--- config.mk ---
export PLATFORM = sky130hd
export DESIGN_NAME = pwm_sample_feeder
export DESIGN_NICKNAME = d
export VERILOG_FILES = /design/src/rtl/pwm_sample_feeder.sv
export SDC_FILE = /design/constraint.sdc
export NUM_CORES = 1
export LEC_CHECK = 0
export BUFFER_PORTS_ARGS = -buffer_cell sky130_fd_sc_hd__buf_2
export CAP_MARGIN = 0
export CORE_ASPECT_RATIO = 0.9
export CORE_MARGIN = 3
export CORE_UTILIZATION = 60
export CTS_CLUSTER_SIZE = 30
export DETAILED_ROUTE_END_ITERATION = 6
export PLACE_DENSITY = 0.88
export SYNTH_ARGS = -nofsm -noshare
export SYNTH_HDL_FRONTEND = slang
export SYNTH_SLANG_ARGS = --single-unit
--- constraint.sdc ---
create_clock -name clk -period 4.4 [get_ports clk]
set_clock_uncertainty 0.1 [all_clocks]
set_input_delay 0.22 -clock clk [delete_from_list [all_inputs] [get_ports clk]]
set_output_delay 0.22 -clock clk [all_outputs]
set_load 0.005 [all_outputs]
--- src/rtl/pwm_sample_feeder.sv ---
// -----------------------------------------------------------------------------
// pwm_sample_feeder
//
// Upstream stage of the PWM generator. Buffers 8-bit audio samples from a
// producer in a small FIFO and updates the PWM duty exactly once per PWM
// period, so the comparator never sees a duty change in mid-period.
//
// Handshake (s_valid/s_ready): a sample is transferred on every rising clk
// edge where s_valid && s_ready are both high. The producer holds s_data and
// s_valid stable until that transfer happens. s_ready never depends on
// s_valid.
//
// Optional feature (macro PWM_FEEDER_UNDERRUN_CNT_EN): adds a 16-bit
// saturating underrun counter output, cleared while enable is low.
//
// Ports:
//   clk          system clock, rising edge
//   rst_n        asynchronous active-low reset
//   enable       playback enable
//   s_data       sample from producer
//   s_valid      s_data valid
//   s_ready      feeder can accept a sample
//   pwm_in       registered duty to the PWM block
//   period_tick  one-cycle pulse on the last cycle of each PWM period
//   underrun     one-cycle pulse when a period boundary finds the FIFO empty
//                during playback
//   fifo_level   current FIFO occupancy, 0..2^FIFO_AW
//   underrun_cnt saturating underrun count (macro builds only)
//   dbg_state    FSM state: 0 = IDLE, 1 = FILL, 2 = PLAY
// -----------------------------------------------------------------------------
module pwm_sample_feeder #(
  parameter int          PERIOD_BITS = 17,
  parameter int          FIFO_AW     = 4,
  parameter int          PRIME_LEVEL = 8,
  parameter logic [7:0]  IDLE_LEVEL  = 8'h80
) (
  input  logic               clk,
  input  logic               rst_n,
  input  logic               enable,
  input  logic [7:0]         s_data,
  input  logic               s_valid,
  output logic               s_ready,
  output logic [7:0]         pwm_in,
  output logic               period_tick,
  output logic               underrun,
  output logic [FIFO_AW:0]   fifo_level,
`ifdef PWM_FEEDER_UNDERRUN_CNT_EN
  output logic [15:0]        underrun_cnt,
`endif
  output logic [1:0]         dbg_state
);

  localparam int               DEPTH     = 1 << FIFO_AW;
  localparam logic [FIFO_AW:0] PRIME_LVL = (FIFO_AW+1)'(PRIME_LEVEL);

  typedef enum logic [1:0] {
    ST_IDLE = 2'd0,
    ST_FILL = 2'd1,
    ST_PLAY = 2'd2
  } state_e;

  state_e                 state_q, state_d;
  logic [PERIOD_BITS-1:0] cnt_q;
  logic [FIFO_AW:0]       wr_ptr_q, rd_ptr_q;
  logic [7:0]             mem_q [DEPTH];
  logic [7:0]             pwm_q, pwm_d;
  logic                   fifo_empty, fifo_full;
  logic                   push, pop;
  logic                   underrun_d;

  // Period counter free-runs regardless of state so it stays locked to the
  // PWM block's own counter.
  always_ff @(posedge clk or negedge rst_n) begin
    if (!rst_n) cnt_q <= '0;
    else        cnt_q <= cnt_q + 1'b1;
  end

  assign period_tick = &cnt_q;

  // Pointers carry one extra wrap bit: equal pointers mean empty, equal
  // low bits with differing wrap bits mean full.
  assign fifo_empty = (wr_ptr_q == rd_ptr_q);
  assign fifo_full  = (wr_ptr_q[FIFO_AW] != rd_ptr_q[FIFO_AW]) &&
                      (wr_ptr_q[FIFO_AW-1:0] == rd_ptr_q[FIFO_AW-1:0]);
  assign fifo_level = wr_ptr_q - rd_ptr_q;

  // Not ready in IDLE, which also keeps s_ready low straight out of reset
  // whatever enable is doing.
  assign s_ready = enable && (state_q != ST_IDLE) && !fifo_full;
  assign push    = s_valid && s_ready;

  always_comb begin
    state_d    = state_q;
    pwm_d      = pwm_q;
    pop        = 1'b0;
    underrun_d = 1'b0;
    if (!enable) begin
      // Disable wins from any state; the duty only drops to silence on a
      // period boundary.
      state_d = ST_IDLE;
      if (period_tick) pwm_d = IDLE_LEVEL;
    end else begin
      unique case (state_q)
        ST_IDLE: begin
          state_d = ST_FILL;
          if (period_tick) pwm_d = IDLE_LEVEL;
        end
        ST_FILL: begin
          if (period_tick && (fifo_level >= PRIME_LVL)) begin
            state_d = ST_PLAY;
            pop     = 1'b1;
          end
        end
        ST_PLAY: begin
          if (period_tick) begin
            if (!fifo_empty) begin
              pop = 1'b1;
            end else begin
              underrun_d = 1'b1;
              state_d    = ST_FILL;
            end
          end
        end
        default: state_d = ST_IDLE;
      endcase
    end
    // Sample is captured on the tick cycle and shows up as counter wraps to 0.
    if (pop) pwm_d = mem_q[rd_ptr_q[FIFO_AW-1:0]];
  end

  assign underrun = underrun_d;

  always_ff @(posedge clk or negedge rst_n) begin
    if (!rst_n) begin
      state_q  <= ST_IDLE;
      pwm_q    <= IDLE_LEVEL;
      wr_ptr_q <= '0;
      rd_ptr_q <= '0;
    end else begin
      state_q <= state_d;
      pwm_q   <= pwm_d;
      if (!enable) begin
        wr_ptr_q <= '0;
        rd_ptr_q <= '0;
      end else begin
        if (push) wr_ptr_q <= wr_ptr_q + 1'b1;
        if (pop)  rd_ptr_q <= rd_ptr_q + 1'b1;
      end
    end
  end

  // Storage needs no reset; occupancy is defined by the pointers alone.
  always_ff @(posedge clk) begin
    if (push) mem_q[wr_ptr_q[FIFO_AW-1:0]] <= s_data;
  end

  assign pwm_in    = pwm_q;
  assign dbg_state = state_q;

`ifdef PWM_FEEDER_UNDERRUN_CNT_EN
  logic [15:0] ur_cnt_q;

  always_ff @(posedge clk or negedge rst_n) begin
    if (!rst_n)                          ur_cnt_q <= '0;
    else if (!enable)                    ur_cnt_q <= '0;
    else if (underrun_d && !(&ur_cnt_q)) ur_cnt_q <= ur_cnt_q + 1'b1;
  end

  assign underrun_cnt = ur_cnt_q;
`endif

endmodule

* Word-level counts from Yosys, hierarchy flattened
Memory sizes are Yosys's and may differ from the RTL's.
Index checks and enable logic that the tools add are counted.
** Cells by class
- Add/subtract/negate cells :: 4
- $lt $le $gt $ge :: 1
- Equal/unequal tests :: 11
- Mux-type cells :: 24
- Reductions and logical operators :: 10
** Operators by type and width (number)
- 2-to-1 mux 8 bit :: 4
- 2-to-1 mux 5 bit :: 4
- adder 17 x 1 -> 17 bit, second input constant :: 1
- AND reduction 17 bit :: 1
- adder 5 x 1 -> 5 bit, second input constant :: 2
- 2-to-1 mux 1 bit :: 10
- != test 3 bit, second input constant :: 3
- 2-to-1 mux 2 bit :: 4
- case mux 2 bit (3 select lines) :: 1
- == test 5 bit :: 1
- greater-or-equal comparator 5 x 4 -> 1 bit, second input constant :: 1
- logical AND 1 bit :: 5
- subtractor 5 bit :: 1
- == test 4 bit :: 1
- != test 2 x 1 -> 1 bit, second input constant :: 2
- != test 3 x 1 -> 1 bit, second input constant :: 1
- AND reduction 3 bit :: 1
- == test 2 x 1 -> 1 bit, second input constant :: 1
- == test 2 bit, second input constant :: 1
- logical NOT 2 bit :: 1
- case mux 1 bit (2 select lines) :: 1
- nonzero test 2 bit :: 1
- logical NOT 1 bit :: 1
- != test 1 bit :: 1
** Storage, ports and cells
- Register bits :: 37
- RAM bits :: 128
- Input port bits :: 12
- Output and inout bits :: 18
- Logic and storage cells :: 56
- Memories kept :: 1
** Memory list
- mem_q :: words 16, bits a word 8, rd ports 1, clocked after memory_dff 0, write ports 1, RTL line 65 : logic [7:0] mem_q [DEPTH];

* Depth between registers and ports, before layout
Gate-level depths: netlist of run 1.
- Word-level depth :: 8
- Gate-level depth with buffers :: 12

* Least setup slack after synthesis of run 1
No wires, ideal clock.
- Path kind :: register -> register
- Start :: register rd_ptr_q[3]
- End :: memory mem_q[0][0] (enable)
- Data arrival time :: 2.725 ns
- Data required time :: 3.917 ns
- Path slack :: 1.192 ns
- Cell stages (with the launch flop) :: 8
- Buffers on the path :: 1
- Clock period less this slack :: 3.208 ns
- Cells stage by stage :: dfrtp_1 -> inv_1 -> buf_1 -> ha_1 -> and4_1 -> a211oi_2 -> nand2_1 -> nor3_1
** Between the ends
- Word-level cells in the longest chain between the ends :: 7
** RTL lines
- from (decl) :: RTL line 64 : logic [FIFO_AW:0] wr_ptr_q, rd_ptr_q;
- from (signal assigned) :: RTL line 147 : if (pop) rd_ptr_q <= rd_ptr_q + 1'b1;
- == test 4 bit :: RTL line 84 : (wr_ptr_q[FIFO_AW-1:0] == rd_ptr_q[FIFO_AW-1:0]);
- logical AND 1 bit :: RTL line 83 : assign fifo_full = (wr_ptr_q[FIFO_AW] != rd_ptr_q[FIFO_AW]) &&
- logical NOT 1 bit :: RTL line 89 : assign s_ready = enable && (state_q != ST_IDLE) && !fifo_full;
- logical AND 1 bit :: RTL line 89
- logical AND 1 bit :: RTL line 90 : assign push = s_valid && s_ready;
- 2-to-1 mux 1 bit :: RTL line 154 : if (push) mem_q[wr_ptr_q[FIFO_AW-1:0]] <= s_data;
- 2-to-1 mux 1 bit (not written as such) :: RTL line 154
- to (decl) :: RTL line 65
Every way passes these cells.

* Worst setup path after layout of run 1
- Start :: register rd_ptr_q[1]
- End :: memory mem_q[9][1] (enable)
Same word-level chain as after synthesis.

==> results of run 1 <==
worst min path at each step:
| stage | cells past startpoint | endpoint | slack, ns |
|---|---|---|---|
| after floorplan | 0 | cnt_q[0]$_DFF_PN0_ | -0.18 |
| after global placement | 1 | wr_ptr_q[3]$_DFFE_PN0P_ | 0.24 |
| after detailed placement | 1 | wr_ptr_q[3]$_DFFE_PN0P_ | 0.25 |
| after CTS | 3 | rd_ptr_q[4]$_DFFE_PN0P_ | 0.07 |
| after global routing | 3 | rd_ptr_q[4]$_DFFE_PN0P_ | 0.08 |
| final | 3 | rd_ptr_q[4]$_DFFE_PN0P_ | 0.08 |
cell families (layout without fill, tap and decap cells):
logic type	after synthesis	in the layout
xor+xnor	23	23
simple gates	102	102
fa+ha+maj	16	16
buf+inv	40	92
compound gates	25	25
flops	165	165
mux	50	50
cell type report:
type,count,area [µm²]
flip-flops and latches,165,4770
fillers,748,3460
multi-input cells,216,2140
clock buffers,19,433
repair buffers,36,200
well taps,156,195
clock inverters,13,188
inverters,24,90.1
power breakdown:
group | switching [mW] | internal [mW] | total (mW) | leakage, nW
Combinational | 0.129 | 0.0732 | 0.202 | 1.05
Clock | 0.643 | 0.913 | 1.56 | 0.296
Sequential | 0.0136 | 1.69 | 1.71 | 1.64
Total | 0.786 | 2.68 | 3.46 | 2.99
state kept, by name, summed over array words and instances (netlist names):
register   count
dbg_state      2
rd_ptr_q       5
cnt_q         17
mem_q        128
pwm_in         8
wr_ptr_q       5
layout by cell type, fill, tap and decap left out, types with 8 or more instances in the layout:
cell type,count
sky130_fd_sc_hd__ha_1,15
sky130_fd_sc_hd__edfxtp_1,128
sky130_fd_sc_hd__clkbuf_16,17
sky130_fd_sc_hd__inv_1,24
sky130_fd_sc_hd__buf_2,29
sky130_fd_sc_hd__xor2_1,10
sky130_fd_sc_hd__mux4_2,40
sky130_fd_sc_hd__nand3_1,10
sky130_fd_sc_hd__dfrtp_1,35
sky130_fd_sc_hd__xnor2_1,12
sky130_fd_sc_hd__nor3_1,8
sky130_fd_sc_hd__nand2_1,27
sky130_fd_sc_hd__mux2i_1,9
sky130_fd_sc_hd__nor2_1,29
stage by stage:
stage          hold slack [ns]  power, mW
2_1_floorplan           -0.176       1.86
3_3_place_gp             0.244       1.93
3_5_place_dp             0.255       1.94
4_1_cts                 0.0679       3.47
5_1_grt                 0.0840       3.56
6_report                0.0835       3.46
routing by layer:
metal  share of wire  track usage  wire length (µm)  vias up
met5               0            0                 0        -
met3           0.076       0.0591              1140       30
met4           0.021       0.0841               321        0
li1                -            -                 -     1693
met1            0.40        0.339              5950     1953
met2            0.50        0.393              7530      205
worst max-delay path: stages (launching register included):
cell,delay [ns]
sky130_fd_sc_hd__dfrtp_1,0.85
sky130_fd_sc_hd__inv_1,0.18
sky130_fd_sc_hd__ha_1,0.36
sky130_fd_sc_hd__and4_1,0.20
sky130_fd_sc_hd__a211oi_2,0.51
sky130_fd_sc_hd__nand2_1,0.26
sky130_fd_sc_hd__nor2_1,0.68
repair_timing:
action	CTS	global route
setup endpoints to repair	0	0
hold buffers	1	0
endpoints found under the hold margin	36	0
buffers inserted	0	0
==> results.toml, run 1 <==
[detailed_routing]
vias_post_dr = 3881
ant_nets_after_route = 0
drc = 0
drt_iter0_markers = 481
route.detailed.vias_per_inst = 6.17
drt_pass_1_iters = 5
finalWirelength_mm = 14.9
avgRoutedWirePerCell_um = 23.8

[outcome]
outcome = "complete, no violations"

[min_path]
hp-class = "in -> reg"
timing.hold.worst.start = "enable"

[placed_design]
dpl-instance-area_um2 = 7390
gpl.final_weighted_congestion = 0.886
buffer_ports.inserted = 29
placed_cells_incl_taps = 596
post-dp-hpwl_mm = 9.68
place_worst_setup_slack_ns = 1.01

[global_routing]
grt_max_degree = 38
globalRoute.totalOverflow = 0
grt_pass1_vias = 3950
globalRouteTotalUtil = 0.246
grt_first_pass_wirelength_mm = 23.2
grt_antenna_before_repair = 0

[critical_path]
path_class = "reg -> reg"
rrSetupSlack_ns = 0.87
worst_setup_path_startpoint = "rd_ptr_q[1]$_DFFE_PN0P_"
origin_of_the_critical_flop_to_flop_path = "rd_ptr_q[1]$_DFFE_PN0P_"
wp_data_arrival_ns = 3.48
end_kind = "flip-flop"
worstReg2RegEnd = "mem_q[9][1]$_DFFE_PP_"
critical_path_required_ns = 4.35
crit_fanout = 17
r2r_cells = 6
endpoint = "mem_q[9][1]$_DFFE_PP_"
worst_setup_path_start_kind = "flip-flop"

[logic_synthesis]
synth_top_cell_area_share = 0.541
synth-edff-count = 128
mappedNetlistNets = 449
synth_async_reset_ratio = 0.224
synth-seq-cells = 165
synth.cell_area_um2 = 7100
post-synth-top-area-cell = "sky130_fd_sc_hd__edfxtp_1"
post_synth_main_area_contributors = "sky130_fd_sc_hd__edfxtp_1 (54%), sky130_fd_sc_hd__dfrtp_1 (13%), sky130_fd_sc_hd__mux4_2 (13%), sky130_fd_sc_hd__ha_1 (2.6%), sky130_fd_sc_hd__nor2_1 (1.5%)"
yosysMostFrequentCell = "sky130_fd_sc_hd__edfxtp_1"
postSynthCellCount = 421
post_synth_most_frequent_cells = "sky130_fd_sc_hd__edfxtp_1 (128), sky130_fd_sc_hd__mux4_2 (40), sky130_fd_sc_hd__dfrtp_1 (36)"
synth_fa_ha_area_frac = 0.0293
synth_top_family_by_area = "multiplexers"
synth_simple_gate_area_frac = 0.0698
synth.yosys.warnings = 0
dominantRegCellSynth = "sky130_fd_sc_hd__edfxtp_1"
ys_seq_area_frac = 0.672
synth_compound_gate_area_share = 0.0319
syn_avg_cell_area_um2 = 16.9
synth_cell_type_count = 44
muxShareOfSynthArea = 0.142
xor_xnor_share_of_the_synthesized_area = 0.0294

[floorplan]
die_w_um = 121
floorplan.initialDensity = 0.618
total_number_of_placement_rows = 37
die-area_um2 = 13200
floorplan.core_area_um2 = 11500
die_h_um = 109
io_pins = 30

[layout]
num_antenna_cells = 0
nets = 488
final-instance-count-excl-fill = 629
layout-area-overhead-vs-synth_pct = 13.0
final_core_utilization = 0.699
layout-drive-gt1-share = 0.245
final_area_um2 = 8020

[sta]
slew-limit-headroom = 0.406
finalCritPeriodShare = 0.802
finalSetupViolCount = 0
finalCriticalPeriod_ns = 3.53
final_max_slew_viol_count = 0
rsz0062_at_grt = "no"
finalSetupTns_ns = 0
worst_pin_slew_ns = 0.888
timing.final.hold_violations = 0
layout_setup_ws_ns = 0.870
fmax_mhz = 283

[clocking]
clock_insertion_delay_worst_skew_ns = 0.44
quantity_of_gates_resized_following_cts = 0
clock_edge_transition_at_the_registers_on_the_reported_setup_and_hold_paths_ns = 0.06
tritoncts_clock_tree = "yes"
cts_root_buffer = "sky130_fd_sc_hd__clkbuf_16"
cts_buffer_depth = 2
cts_max_level = 4
clock_sink_count = 165
cts_made_buffers = 17

[power_and_ir_drop]
power-per-cell-area_nw_per_um2 = 432
peakVddDrop_v = 0.000429
leakagePower_nw = 2.99

[flow_run]
maxCapViolations = 0
Power figures use the tool's default switching activity.
==> run 2: changes to the inputs <==
clock period = 3.53 ns   (was 4.4 ns; I/O delays follow)
==> run 2 against run 1 <==
Effect of this change:
- global-route usage grew 0.40 points
- worst hold slack worse by 0.055 ns
- power rose by 24%
- critical path type unchanged
==> results.toml, run 2 (synthesis gave the netlist of run 1 again) <==
[outcome]
outcome = "complete, no violations"

[clocking]
clock_sink_count = 165
tritoncts_clock_tree = "yes"
clock_edge_transition_at_the_registers_on_the_reported_setup_and_hold_paths_ns = 0.07
postCtsSetupRepairBufs = 0
cts_buffer_depth = 2
cts_made_buffers = 17
cts_root_buffer = "sky130_fd_sc_hd__clkbuf_16"
clock_insertion_delay_worst_skew_ns = 0.43
cts_max_level = 4

[detailed_routing]
ant_nets_after_route = 0
route.detailed.vias_per_inst = 6.12
drt_pass_1_iters = 5
drc = 0
finalWirelength_mm = 15.0
avgRoutedWirePerCell_um = 23.3
drt_iter0_markers = 390
vias_post_dr = 3959

[sta]
timing.hold.ws_ns = 0.0285
worst_pin_slew_ns = 0.826
finalCritPeriodShare = 0.854
finalSetupTns_ns = 0
finalSetupViolCount = 0
layout_setup_ws_ns = 0.517
rsz0062_at_grt = "no"
fmax_mhz = 332
slew-limit-headroom = 0.449
finalCriticalPeriod_ns = 3.01
timing.final.hold_violations = 0
final_max_slew_viol_count = 0

[layout]
number_of_flip_flops_under_the_largest_register_name = 128
layout.filler_cells = 724
layout-drive-gt1-share = 0.275
layout.cells.most_common = "sky130_fd_sc_hd__edfxtp_1"
final_cell_mix = "sky130_fd_sc_hd__edfxtp_1 (128), sky130_fd_sc_hd__mux4_2 (40), sky130_fd_sc_hd__dfrtp_1 (35)"
multi_input_comb_area_um2 = 2140
seqCellArea_um2 = 4770
nets = 506
final-instance-count-excl-fill = 647
layout-area-overhead-vs-synth_pct = 14.9
num_antenna_cells = 0

[placed_design]
placed_cells_incl_taps = 614
post-dp-hpwl_mm = 9.24
buffer_ports.inserted = 29
gpl.final_weighted_congestion = 0.873
place_worst_setup_slack_ns = 0.592

[global_routing]
grt_first_pass_wirelength_mm = 23.4
grt_max_degree = 38
grt_antenna_before_repair = 0
globalRoute.totalOverflow = 0
grt_pass1_vias = 4026
globalRouteTotalUtil = 0.250

[power_and_ir_drop]
power-per-cell-area_nw_per_um2 = 529
leakagePower_nw = 3.09
peakVddDrop_v = 0.000557

[floorplan]
die_h_um = 109
floorplan.core_area_um2 = 11500
floorplan.initialDensity = 0.618
die_w_um = 121
die-area_um2 = 13200
total_number_of_placement_rows = 37
io_pins = 30

[critical_path]
end_kind = "flip-flop"
worst_setup_path_start_kind = "flip-flop"
wp_data_arrival_ns = 3.21
path_class = "reg -> reg"
crit_fanout = 12
critical_path_required_ns = 3.73

[flow_run]
maxCapViolations = 0

[min_path]
hp-class = "in -> reg"
==> run 2: cell types whose count changed in the layout (fill, tap and decap cells not counted) <==
| cell | before | now |
|---|---|---|
| sky130_fd_sc_hd__clkinv_2 | 0 | 1 |
| sky130_fd_sc_hd__buf_4 | 6 | 24 |
| sky130_fd_sc_hd__clkbuf_1 | 2 | 1 |
==> run 2: layer usage <==
metal | GRT usage | up-vias | part of all wire
li1 | - | 1726 | -
met1 | 0.315 | 2027 | 0.38
met2 | 0.428 | 178 | 0.54
met3 | 0.0674 | 28 | 0.065
met4 | 0.0825 | 0 | 0.018
met5 | 0 | - | 0
==> run 2: final cells by class <==
cell class                      instances  share of cell area
Sequential cell                       165               0.585
Multi-Input combinational cell        216               0.263
Clock buffer                           18              0.0526
Timing Repair Buffer                   54              0.0411
Tap cell                              156              0.0239
Clock inverter                         14              0.0236
Inverter                               24              0.0110
==> run 2: path summary, 6_finish.rpt <==
| check | startpoint | endpoint | slack, ns | cells after the start |
|---|---|---|---|---|
| max in group asynchronous | rst_n | rd_ptr_q[0]$_DFFE_PN0P_ | 2.48 | 2 |
| min reg2reg | cnt_q[11]$_DFF_PN0_ | cnt_q[11]$_DFF_PN0_ | 0.37 | 1 |
| max | cnt_q[0]$_DFF_PN0_ | rd_ptr_q[3]$_DFFE_PN0P_ | 0.52 | 11 |
| min in group asynchronous | rst_n | wr_ptr_q[0]$_DFFE_PN0P_ | 0.29 | 2 |
| min | s_data[6] | mem_q[1][6]$_DFFE_PP_ | 0.03 | 1 |
| max reg2reg | cnt_q[0]$_DFF_PN0_ | rd_ptr_q[3]$_DFFE_PN0P_ | 0.52 | 11 |
==> run 2: worst max-delay path, stage by stage, from the launching register on <==
cell                        delay [ns]
sky130_fd_sc_hd__dfrtp_1          0.40
sky130_fd_sc_hd__ha_1             0.24
sky130_fd_sc_hd__nand4_1          0.16
sky130_fd_sc_hd__nor2_1           0.26
sky130_fd_sc_hd__nand2_1          0.08
sky130_fd_sc_hd__nor2_1           0.10
sky130_fd_sc_hd__ha_1             0.27
sky130_fd_sc_hd__inv_1            0.11
sky130_fd_sc_hd__a2111o_1         0.32
sky130_fd_sc_hd__o2111ai_2        0.26
sky130_fd_sc_hd__a2111oi_0        0.21
sky130_fd_sc_hd__a2111o_1         0.37
==> run 2: per-stage QoR <==
stage	power (mW)	util	instance area [µm²]
6_report	4.31	0.711	8160
5_1_grt	4.43	0.711	8160
4_1_cts	4.33	0.711	8160
3_5_place_dp	2.42	0.656	7530
3_3_place_gp	2.41	0.656	7530
2_1_floorplan	2.32	-	7100
==> run 2: timing repair <==
action / CTS / global route
hold buffers: 1 / 0
hold endpoints to repair: 36 / 0
resized for setup: 0 / 0
==> run 2: report_power, final <==
part | switching, mW | total, mW | internal, mW
logic | 0.167 | 0.262 | 0.0955
clock network | 0.795 | 1.93 | 1.14
registers | 0.0103 | 2.12 | 2.11
